--- src/rtl/dac_cfg_sched_if.sv ---
// Bundle between the DAC config scheduler and its init table, host port and dac_cfg engine.
// The master modport is the scheduler side; the slave modport is everything around it.
interface dac_cfg_sched_if;
    logic        init_start;
    logic [3:0]  init_rom_addr;
    logic [39:0] init_rom_data;
    logic        host_wr_req;
    logic [7:0]  host_wr_addr;
    logic [31:0] host_wr_data;
    logic        host_wr_ack;
    logic        host_rd_req;
    logic [7:0]  host_rd_addr;
    logic        host_rd_ack;
    logic [31:0] host_rd_data;
    logic        dac_cfg_valid;
    logic [7:0]  dac_cfg_addr;
    logic [31:0] dac_cfg_data;
    logic        spi_rd_en;
    logic        dac_spi_end;
    logic        dac_rd_valid;
    logic [31:0] dac_rd_parameter;
    logic        dac_ioup_req;
    logic        sched_busy;
    logic        init_done;
    logic        timeout_err;

    modport master (
        input  init_start, init_rom_data,
        input  host_wr_req, host_wr_addr, host_wr_data,
        input  host_rd_req, host_rd_addr,
        input  dac_spi_end, dac_rd_valid, dac_rd_parameter,
        output init_rom_addr, host_wr_ack, host_rd_ack, host_rd_data,
        output dac_cfg_valid, dac_cfg_addr, dac_cfg_data, spi_rd_en,
        output dac_ioup_req, sched_busy, init_done, timeout_err
    );

    modport slave (
        output init_start, init_rom_data,
        output host_wr_req, host_wr_addr, host_wr_data,
        output host_rd_req, host_rd_addr,
        output dac_spi_end, dac_rd_valid, dac_rd_parameter,
        input  init_rom_addr, host_wr_ack, host_rd_ack, host_rd_data,
        input  dac_cfg_valid, dac_cfg_addr, dac_cfg_data, spi_rd_en,
        input  dac_ioup_req, sched_busy, init_done, timeout_err
    );
endinterface

--- src/rtl/dac_cfg_sched.sv ---
// DAC configuration scheduler: replays the init table, then serves host writes/reads,
// one dac_cfg transaction at a time, with a per-transaction completion timeout.
module dac_cfg_sched #(
    parameter int unsigned INIT_LEN = 8,
    parameter int unsigned TIMEOUT  = 1023
) (
    input  logic            cfg_spi_clk,
    input  logic            cfg_rst_n,
    dac_cfg_sched_if.master bus
);
    localparam int unsigned IDX_W = 4;
    localparam int unsigned NXT_W = IDX_W + 1;
    localparam int unsigned CNT_W = (TIMEOUT < 2) ? 1 : $clog2(TIMEOUT + 1);

    typedef enum logic [2:0] {IDLE, FETCH, ISSUE, WAIT, IOUP} state_t;
    typedef enum logic [1:0] {KIND_INIT, KIND_WR, KIND_RD} kind_t;

    state_t             state;
    kind_t              kind;
    logic [IDX_W-1:0]   index;
    logic [CNT_W-1:0]   wait_cnt;
    logic               init_pend;

    logic               start_c;
    logic               done_c;
    logic               last_c;
    logic               timeout_c;
    logic [NXT_W-1:0]   next_idx_c;

    assign start_c    = bus.init_start | init_pend;
    assign next_idx_c = {1'b0, index} + NXT_W'(1);
    assign last_c     = next_idx_c >= NXT_W'(INIT_LEN);
    // A read only completes on returned data; a bare spi_end is not enough.
    assign done_c     = (kind == KIND_RD) ? bus.dac_rd_valid : bus.dac_spi_end;
    assign timeout_c  = wait_cnt == CNT_W'(TIMEOUT);

    always_ff @(posedge cfg_spi_clk or negedge cfg_rst_n) begin
        if (!cfg_rst_n) begin
            state             <= IDLE;
            kind              <= KIND_INIT;
            index             <= '0;
            wait_cnt          <= '0;
            init_pend         <= 1'b0;
            bus.init_rom_addr <= '0;
            bus.host_wr_ack   <= 1'b0;
            bus.host_rd_ack   <= 1'b0;
            bus.host_rd_data  <= '0;
            bus.dac_cfg_valid <= 1'b0;
            bus.dac_cfg_addr  <= '0;
            bus.dac_cfg_data  <= '0;
            bus.spi_rd_en     <= 1'b0;
            bus.dac_ioup_req  <= 1'b0;
            bus.sched_busy    <= 1'b0;
            bus.init_done     <= 1'b0;
            bus.timeout_err   <= 1'b0;
        end else begin
            bus.dac_cfg_valid <= 1'b0;
            bus.host_wr_ack   <= 1'b0;
            bus.host_rd_ack   <= 1'b0;
            bus.dac_ioup_req  <= 1'b0;
            if (bus.init_start && state != IDLE) begin
                init_pend <= 1'b1;
            end

            unique case (state)
                // Ack guards stop a still-held request from re-arming in its own ack cycle.
                IDLE: begin
                    if (start_c) begin
                        init_pend         <= 1'b0;
                        index             <= '0;
                        bus.init_rom_addr <= '0;
                        bus.init_done     <= 1'b0;
                        bus.timeout_err   <= 1'b0;
                        kind              <= KIND_INIT;
                        bus.sched_busy    <= 1'b1;
                        state             <= FETCH;
                    end else if (bus.host_wr_req && !bus.host_wr_ack) begin
                        kind              <= KIND_WR;
                        bus.dac_cfg_addr  <= bus.host_wr_addr;
                        bus.dac_cfg_data  <= bus.host_wr_data;
                        bus.spi_rd_en     <= 1'b0;
                        bus.sched_busy    <= 1'b1;
                        state             <= ISSUE;
                    end else if (bus.host_rd_req && !bus.host_rd_ack) begin
                        kind              <= KIND_RD;
                        bus.dac_cfg_addr  <= bus.host_rd_addr;
                        bus.dac_cfg_data  <= '0;
                        bus.spi_rd_en     <= 1'b1;
                        bus.sched_busy    <= 1'b1;
                        state             <= ISSUE;
                    end
                end
                FETCH: begin
                    state <= ISSUE;
                end
                ISSUE: begin
                    if (kind == KIND_INIT) begin
                        bus.dac_cfg_addr <= bus.init_rom_data[39:32];
                        bus.dac_cfg_data <= bus.init_rom_data[31:0];
                        bus.spi_rd_en    <= 1'b0;
                    end
                    bus.dac_cfg_valid <= 1'b1;
                    wait_cnt          <= '0;
                    state             <= WAIT;
                end
                // Completion is checked before the limit so a same-cycle completion wins.
                WAIT: begin
                    if (done_c) begin
                        unique case (kind)
                            KIND_INIT: begin
                                index <= IDX_W'(next_idx_c);
                                if (last_c) begin
                                    bus.init_done <= 1'b1;
                                    state         <= IOUP;
                                end else begin
                                    bus.init_rom_addr <= IDX_W'(next_idx_c);
                                    state             <= FETCH;
                                end
                            end
                            KIND_WR: begin
                                bus.host_wr_ack <= 1'b1;
                                state           <= IOUP;
                            end
                            default: begin
                                bus.host_rd_data <= bus.dac_rd_parameter;
                                bus.host_rd_ack  <= 1'b1;
                                bus.sched_busy   <= 1'b0;
                                state            <= IDLE;
                            end
                        endcase
                    end else if (timeout_c) begin
                        bus.timeout_err <= 1'b1;
                        bus.sched_busy  <= 1'b0;
                        state           <= IDLE;
                        if (kind == KIND_WR) begin
                            bus.host_wr_ack <= 1'b1;
                        end
                        if (kind == KIND_RD) begin
                            bus.host_rd_ack  <= 1'b1;
                            bus.host_rd_data <= 32'hFFFF_FFFF;
                        end
                    end else begin
                        wait_cnt <= wait_cnt + CNT_W'(1);
                    end
                end
                IOUP: begin
                    bus.dac_ioup_req <= 1'b1;
                    bus.sched_busy   <= 1'b0;
                    state            <= IDLE;
                end
                default: begin
                    bus.sched_busy <= 1'b0;
                    state          <= IDLE;
                end
            endcase
        end
    end
endmodule

--- src/flat_wrapper.sv ---
// flat-port wrapper written by rule: the top's interface ports become plain ports
module dac_cfg_sched_flat 
#(
    parameter int unsigned INIT_LEN = 8,
    parameter int unsigned TIMEOUT  = 1023
)
  (cfg_spi_clk, cfg_rst_n, bus_init_start, bus_init_rom_data, bus_host_wr_req, bus_host_wr_addr, bus_host_wr_data, bus_host_rd_req, bus_host_rd_addr, bus_dac_spi_end, bus_dac_rd_valid, bus_dac_rd_parameter, bus_init_rom_addr, bus_host_wr_ack, bus_host_rd_ack, bus_host_rd_data, bus_dac_cfg_valid, bus_dac_cfg_addr, bus_dac_cfg_data, bus_spi_rd_en, bus_dac_ioup_req, bus_sched_busy, bus_init_done, bus_timeout_err);
  dac_cfg_sched_if bus_i ();
  input  logic cfg_spi_clk;
  input  logic cfg_rst_n;
  input wire logic [$bits(bus_i.init_start)-1:0] bus_init_start;
  input wire logic [$bits(bus_i.init_rom_data)-1:0] bus_init_rom_data;
  input wire logic [$bits(bus_i.host_wr_req)-1:0] bus_host_wr_req;
  input wire logic [$bits(bus_i.host_wr_addr)-1:0] bus_host_wr_addr;
  input wire logic [$bits(bus_i.host_wr_data)-1:0] bus_host_wr_data;
  input wire logic [$bits(bus_i.host_rd_req)-1:0] bus_host_rd_req;
  input wire logic [$bits(bus_i.host_rd_addr)-1:0] bus_host_rd_addr;
  input wire logic [$bits(bus_i.dac_spi_end)-1:0] bus_dac_spi_end;
  input wire logic [$bits(bus_i.dac_rd_valid)-1:0] bus_dac_rd_valid;
  input wire logic [$bits(bus_i.dac_rd_parameter)-1:0] bus_dac_rd_parameter;
  output wire logic [$bits(bus_i.init_rom_addr)-1:0] bus_init_rom_addr;
  output wire logic [$bits(bus_i.host_wr_ack)-1:0] bus_host_wr_ack;
  output wire logic [$bits(bus_i.host_rd_ack)-1:0] bus_host_rd_ack;
  output wire logic [$bits(bus_i.host_rd_data)-1:0] bus_host_rd_data;
  output wire logic [$bits(bus_i.dac_cfg_valid)-1:0] bus_dac_cfg_valid;
  output wire logic [$bits(bus_i.dac_cfg_addr)-1:0] bus_dac_cfg_addr;
  output wire logic [$bits(bus_i.dac_cfg_data)-1:0] bus_dac_cfg_data;
  output wire logic [$bits(bus_i.spi_rd_en)-1:0] bus_spi_rd_en;
  output wire logic [$bits(bus_i.dac_ioup_req)-1:0] bus_dac_ioup_req;
  output wire logic [$bits(bus_i.sched_busy)-1:0] bus_sched_busy;
  output wire logic [$bits(bus_i.init_done)-1:0] bus_init_done;
  output wire logic [$bits(bus_i.timeout_err)-1:0] bus_timeout_err;
  assign bus_i.init_start = bus_init_start;
  assign bus_i.init_rom_data = bus_init_rom_data;
  assign bus_i.host_wr_req = bus_host_wr_req;
  assign bus_i.host_wr_addr = bus_host_wr_addr;
  assign bus_i.host_wr_data = bus_host_wr_data;
  assign bus_i.host_rd_req = bus_host_rd_req;
  assign bus_i.host_rd_addr = bus_host_rd_addr;
  assign bus_i.dac_spi_end = bus_dac_spi_end;
  assign bus_i.dac_rd_valid = bus_dac_rd_valid;
  assign bus_i.dac_rd_parameter = bus_dac_rd_parameter;
  assign bus_init_rom_addr = bus_i.init_rom_addr;
  assign bus_host_wr_ack = bus_i.host_wr_ack;
  assign bus_host_rd_ack = bus_i.host_rd_ack;
  assign bus_host_rd_data = bus_i.host_rd_data;
  assign bus_dac_cfg_valid = bus_i.dac_cfg_valid;
  assign bus_dac_cfg_addr = bus_i.dac_cfg_addr;
  assign bus_dac_cfg_data = bus_i.dac_cfg_data;
  assign bus_spi_rd_en = bus_i.spi_rd_en;
  assign bus_dac_ioup_req = bus_i.dac_ioup_req;
  assign bus_sched_busy = bus_i.sched_busy;
  assign bus_init_done = bus_i.init_done;
  assign bus_timeout_err = bus_i.timeout_err;
  dac_cfg_sched #(.INIT_LEN(INIT_LEN), .TIMEOUT(TIMEOUT)) u_core (.cfg_spi_clk(cfg_spi_clk), .cfg_rst_n(cfg_rst_n), .bus(bus_i));
endmodule
--- config.mk ---
export PLATFORM = sky130hd
export DESIGN_NAME = dac_cfg_sched_flat
export DESIGN_NICKNAME = d
export VERILOG_FILES = /design/src/rtl/dac_cfg_sched_if.sv /design/src/rtl/dac_cfg_sched.sv /design/src/flat_wrapper.sv
export SDC_FILE = /design/constraint.sdc
export NUM_CORES = 1
export LEC_CHECK = 0
export ABC_CLOCK_PERIOD_IN_PS = 2250
export CAP_MARGIN = 20
export CORE_MARGIN = 2
export CORE_UTILIZATION = 43
export DETAILED_ROUTE_END_ITERATION = 7
export PLACE_DENSITY = 0.91
export SYNTH_ARGS = -nofsm -noshare
export SYNTH_HDL_FRONTEND = slang
export SYNTH_SLANG_ARGS = --single-unit
--- constraint.sdc ---
create_clock -name cfg_spi_clk -period 2.25 [get_ports cfg_spi_clk]
set_clock_uncertainty 0.05 [all_clocks]
set_input_delay 0.675 -clock cfg_spi_clk [delete_from_list [all_inputs] [get_ports cfg_spi_clk]]
set_output_delay 0.675 -clock cfg_spi_clk [all_outputs]
set_load 0.005 [all_outputs]
; Word-level counts from Yosys, hierarchy flattened
; Index checks and enable logic that the tools add are counted.
[word_totals]
output_inout_bits = 84
input_bits = 127
reg_bits = 104
[classes]
n_eq_ne = 22
order_cmp = 1
n_mux = 70
reduce_logical = 26
addsub = 2
bitwise = 2
[ops]
columns = cell, count
row1 = 32-bit 2-to-1 mux, 8
row2 = 32-bit case mux with 2 select lines, 1
row3 = 8-bit 2-to-1 mux, 4
row4 = 1-bit 2-to-1 mux, 30
row5 = 4-bit 2-to-1 mux, 6
row6 = 10-bit 2-to-1 mux, 2
row7 = 10-bit case mux with 2 select lines, 1
row8 = 4-bit AND reduction, 5
row9 = 3-bit 2-to-1 mux, 6
row10 = 4-bit case mux with 2 select lines, 2
row11 = 8-bit case mux with 2 select lines, 1
row12 = 2-bit by 1-bit inequality test with 1-bit output (second input constant), 6
row13 = 3-bit case mux with 4 select lines, 1
row14 = 10-bit by 1-bit adder with 10-bit output (second input constant), 1
row15 = 10-bit equality test (second input constant), 1
row16 = 2-bit inequality test (second input constant), 5
row17 = 5-bit AND reduction, 2
row18 = 2-bit nonzero test, 5
row19 = 3-bit by 2-bit equality test with 1-bit output (second input constant), 2
row20 = 2-bit 2-to-1 mux, 3
row21 = 3-bit by 1-bit inequality test with 1-bit output (second input constant), 2
row22 = 1-bit case mux with 2 select lines, 3
row23 = 3-bit case mux with 2 select lines, 1
row24 = 3-bit nonzero test, 2
row25 = other kinds (18), 23

; Logic depth before layout (Yosys ltp)
[logic_depth]
ltp_word = 6
depth_mapped = 8
depth_no_buf = 5

; Least setup slack after synthesis
; Ideal clock, no wire load.
[synth_path]
path_kind = input to register
from = input port bus_host_wr_req
to = register u_core.bus.dac_cfg_addr[3]
arrival_ns = 1.961
slack_ns = 0.115
path_stages = 6
setup_ns = 0.125
required_time_ns = 2.075
cell_sequence = nor2b_1 -> buf_2 -> o21ai_1 -> a211oi_4 -> buf_6 -> mux2_2
[synth_between]
elab_chain_cells = 4
word_cells_on_any_way = 6
[synth_rtl]
columns = element, line
row1 = "start, declared", flat_wrapper.sv:13  ; input wire logic [$bits(bus_i.host_wr_req)-1:0] bus_host_wr_req;
row2 = 1-bit logical AND (*), dac_cfg_sched.sv:77  ; end else if (bus.host_wr_req && !bus.host_wr_ack) begin
row3 = 8-bit 2-to-1 mux, dac_cfg_sched.sv:77
row4 = 8-bit 2-to-1 mux, dac_cfg_sched.sv:68  ; if (start_c) begin
row5 = 8-bit case mux with 2 select lines, dac_cfg_sched.sv:65  ; unique case (state)
row6 = "end signal, assigned", dac_cfg_sched.sv:79  ; bus.dac_cfg_addr <= bus.host_wr_addr;
row7 = "end signal, assigned", dac_cfg_sched.sv:86  ; bus.dac_cfg_addr <= bus.host_rd_addr;
row8 = "end signal, assigned", dac_cfg_sched.sv:98  ; bus.dac_cfg_addr <= bus.init_rom_data[39:32];
row9 = "end, declared", dac_cfg_sched_if.sv:33  ; output dac_cfg_valid, dac_cfg_addr, dac_cfg_data, spi_rd_en,
; Every way passes the cells marked *; elsewhere a longest branch is shown, timed or not. The select of a mux whose other input is x is not followed.
; A chain may end at the register's enable or synchronous reset.

; Final worst setup path
[layout_path]
from = input port bus_host_wr_req
to = register u_core.bus.dac_cfg_addr[6]
; Same word-level chain as after synthesis.

==> reports/qor.yml <==
detailed_routing:
  drt_first_iter_violations: 279
  drt-total-wl_um: 14100
  detail_route.wl_per_cell_um: 17.5
  detailedRoute.firstPassIterationCount: 4
  dr_total_vias: 4352
  detail-route-antenna-nets: 0
  drc_errors: 0
  vias_per_cell: 5.38
global_routing:
  globalRouteOverflowTotal: 0
  number_of_antenna_violations_at_the_first_check_in_global_routing: 0
  largest_net_degree_at_the_start_of_global_routing: 75
  grt.total_usage: 0.226
  gr-max-usage-layer: "met2"
  first_pass_grt_wire_length_um: 22800
  groute.layer.met2.usage: 0.406
  grt.met1_usage: 0.253
  met3_usage: 0.0705
  first_global_vias: 4585
timing:
  grt_setup_unrepaired: "no"
  timing.final.max_slew_violations: 0
  hold_ws_ns: 0.284
  worst_slew_margin_relative_to_its_limit: 0.707
  layout_worst_path_cycle_share: 0.959
  fin_crit_ns: 2.16
  setup-violations-final: 0
  worst_pin_slew_ns: 0.438
  max_fclk_ghz: 0.463
  final_hold_viol_count: 0
clocking:
  cts-htree-levels: 3
  tritoncts_clock_tree: "built"
  cts.sinks: 104
  cts_hold_repair.buffers: 0
  tritoncts.num_buffers: 9
  cts_root_buffer: "clkbuf_16"
  worstSkewPairLatency_ns: 0.34
  clock_path_buffers: 2
  cts.clk_slew.worst_paths_ns: 0.07
yosys:
  netlist_cell_types: 52
  yosys_warnings: 0
  synthArstFlopShare: 1.00
  synth_flop_cell: "dfrtp_1"
  synth_enable_flop_cells: 0
  synth.ff_latch_count: 104
  ys_seq_area_frac: 0.530
  synth.avg_cell_area_um2: 10.9
  post_synthesis_cells: 451
  netlist_area_um2: 4910
  syn-num-nets: 581
worst_setup_path:
  timing.rr.start: "u_core.state[1]$_DFFE_PN0P_"
  worst-path-max-fanout: 21
  critical_path_required_ns: 2.42
  r2r.worst_path.cells: 5
  startpoint_to_endpoint_class_of_the_critical_path: "in2reg"
  rr_endpoint: "u_core.bus.dac_cfg_addr[7]$_DFFE_PN0P_"
  critical_path.startpoint: "bus_host_wr_req"
  reg2reg_slack_ns: 0.16
  startpoint_kind_of_the_worst_setup_timing_path: "input pin"
  crit_arrival_ns: 2.33
  timing.critical_path.to_type: "flop"
final_layout:
  layout.cells.most_common_list: "clkdlybuf4s50_1 (209), dfrtp_1 (104), nand2_1 (84)"
  postLayoutCellArea_um2: 7540
  layout-drive-gt1-share: 0.134
  antenna_cells: 0
  final_cells: 809
  final_util: 0.669
  areaGrowthSynthToFinish_pct: 53.6
  layout.cells.most_common: "clkdlybuf4s50_1"
  finish.net_count: 792
placement:
  gp_routability_congestion: 0.839
  place.port_buffers: 210
  numPlacedInstances: 790
  hpwl_dp_um: 10400
  placement.cell_area_um2: 7210
floorplan:
  dieHeight_um: 111
  fp.dieW_um: 111
  num_rows: 39
  boundaryPins: 211
  core_region_area_um2: 11300
  floorplan.initialDensity: 0.435
  floorplan.die_area_um2: 12300
power_and_ir_drop:
  total_leakage_power_nw: 3.29
  powerDensity_nw_per_um2: 1200
  max-vdd-ir-drop_v: 0.000774
status:
  run_status: "complete, no violations"
run:
  max_cap_violations: 0
hold_path:
  hold_path.class: "in2async"
## per-layer routing
layer  vias to the layer above  routed length [um]
li1                       2037                   -
met1                      2085                5260
met2                       196                7320
met3                        34                1150
met4                         0                 391
met5                         -                   0
## final cells by class
class	instances	area (um^2)
inverter	4	15.0
clock inverter	6	51.3
sequential	104	2600
multi-input combinational	311	2100
fill	863	3730
tap	143	179
timing repair buffer	232	2360
clock buffer	9	225
## worst max path at each step
stage | to | slack, ns | cells past startpoint
2_1_floorplan | u_core.bus.dac_cfg_addr[3]$_DFFE_PN0P_ | 0.11 | 6
3_3_place_gp | u_core.bus.dac_cfg_data[4]$_DFFE_PN0P_ | -0.29 | 6
3_5_place_dp | u_core.bus.dac_cfg_data[16]$_DFFE_PN0P_ | -0.34 | 6
4_1_cts | u_core.bus.dac_cfg_addr[6]$_DFFE_PN0P_ | 0.02 | 6
5_1_grt | u_core.bus.dac_cfg_addr[6]$_DFFE_PN0P_ | 0.01 | 7
6_report | u_core.bus.dac_cfg_addr[6]$_DFFE_PN0P_ | 0.09 | 7
## stage by stage
stage | setup TNS (ns) | setup WS [ns] | total power, mW
detailed placement | -14.04 | -0.339 | 7.50
global route | 0 | 0.0141 | 9.62
global placement | -12.11 | -0.288 | 7.24
CTS | 0 | 0.0150 | 8.99
finish | 0 | 0.0912 | 9.04
floorplan | 0 | 0.115 | 5.28
## state kept, by name, summed over array words and instances, names as in the netlist
name / cells
u_core.bus.host_rd_ack: 1
u_core.bus.init_rom_addr: 4
u_core.bus.sched_busy: 1
u_core.wait_cnt: 10
u_core.bus.dac_cfg_data: 32
u_core.bus.timeout_err: 1
u_core.state: 3
u_core.bus.spi_rd_en: 1
u_core.kind: 2
u_core.bus.host_rd_data: 32
u_core.init_pend: 1
u_core.bus.host_wr_ack: 1
u_core.bus.dac_cfg_valid: 1
u_core.bus.dac_cfg_addr: 8
u_core.index: 4
u_core.bus.init_done: 1
u_core.bus.dac_ioup_req: 1
## cells by family after synthesis
family | after synthesis | synth area share
buffers and inverters | 36 | 0.0428
muxes | 56 | 0.125
adders and majority gates | 3 | 0.00765
xor gates and xnor gates | 1 | 0.00179
and+or+nand+nor | 170 | 0.166
AOI/OAI and AO/OA | 81 | 0.127
DFF | 104 | 0.530
## cell usage after synthesis (all sizes together) (2+ instances only)
cell / count / area, um^2
a211oi: 2 / 27.5
a21o: 3 / 22.5
a21oi: 5 / 25.0
a22o: 2 / 17.5
a31oi: 2 / 12.5
and3: 4 / 25.0
and4: 2 / 17.5
buf: 28 / 180
clkbuf: 4 / 15.0
dfrtp: 104 / 2600
ha: 3 / 37.5
inv: 4 / 15.0
mux2: 42 / 473
mux2i: 14 / 140
nand2: 84 / 315
nand2b: 5 / 31.3
nand3: 39 / 195
nand3b: 3 / 35.0
nand4: 2 / 12.5
nor2: 8 / 30.0
nor2b: 4 / 25.0
nor3: 6 / 35.0
nor4: 4 / 25.0
o211a: 2 / 20.0
o211ai: 5 / 42.5
o21ai: 17 / 85.1
o22a: 32 / 280
o31ai: 5 / 37.5
or3: 2 / 12.5
## critical path: stages
cell             delay [ns]
clkdlybuf4s50_1        0.46
nor2b_4                0.16
o21ai_1                0.12
a211oi_4               0.23
buf_4                  0.16
buf_12                 0.16
mux2_2                 0.35
## power by group
group | internal, mW | leakage, nW | switching, mW
logic | 2.65 | 1.86 | 1.80
clock network | 0.762 | 0.138 | 0.695
registers | 2.62 | 1.29 | 0.512
## repair_timing
| item | CTS | global route |
|---|---|---|
| resized for setup | 0 | 1 |
| endpoints found under the setup margin | 0 | 41 |
| buffers inserted | 0 | 2 |
Power figures use the tool's default switching activity.
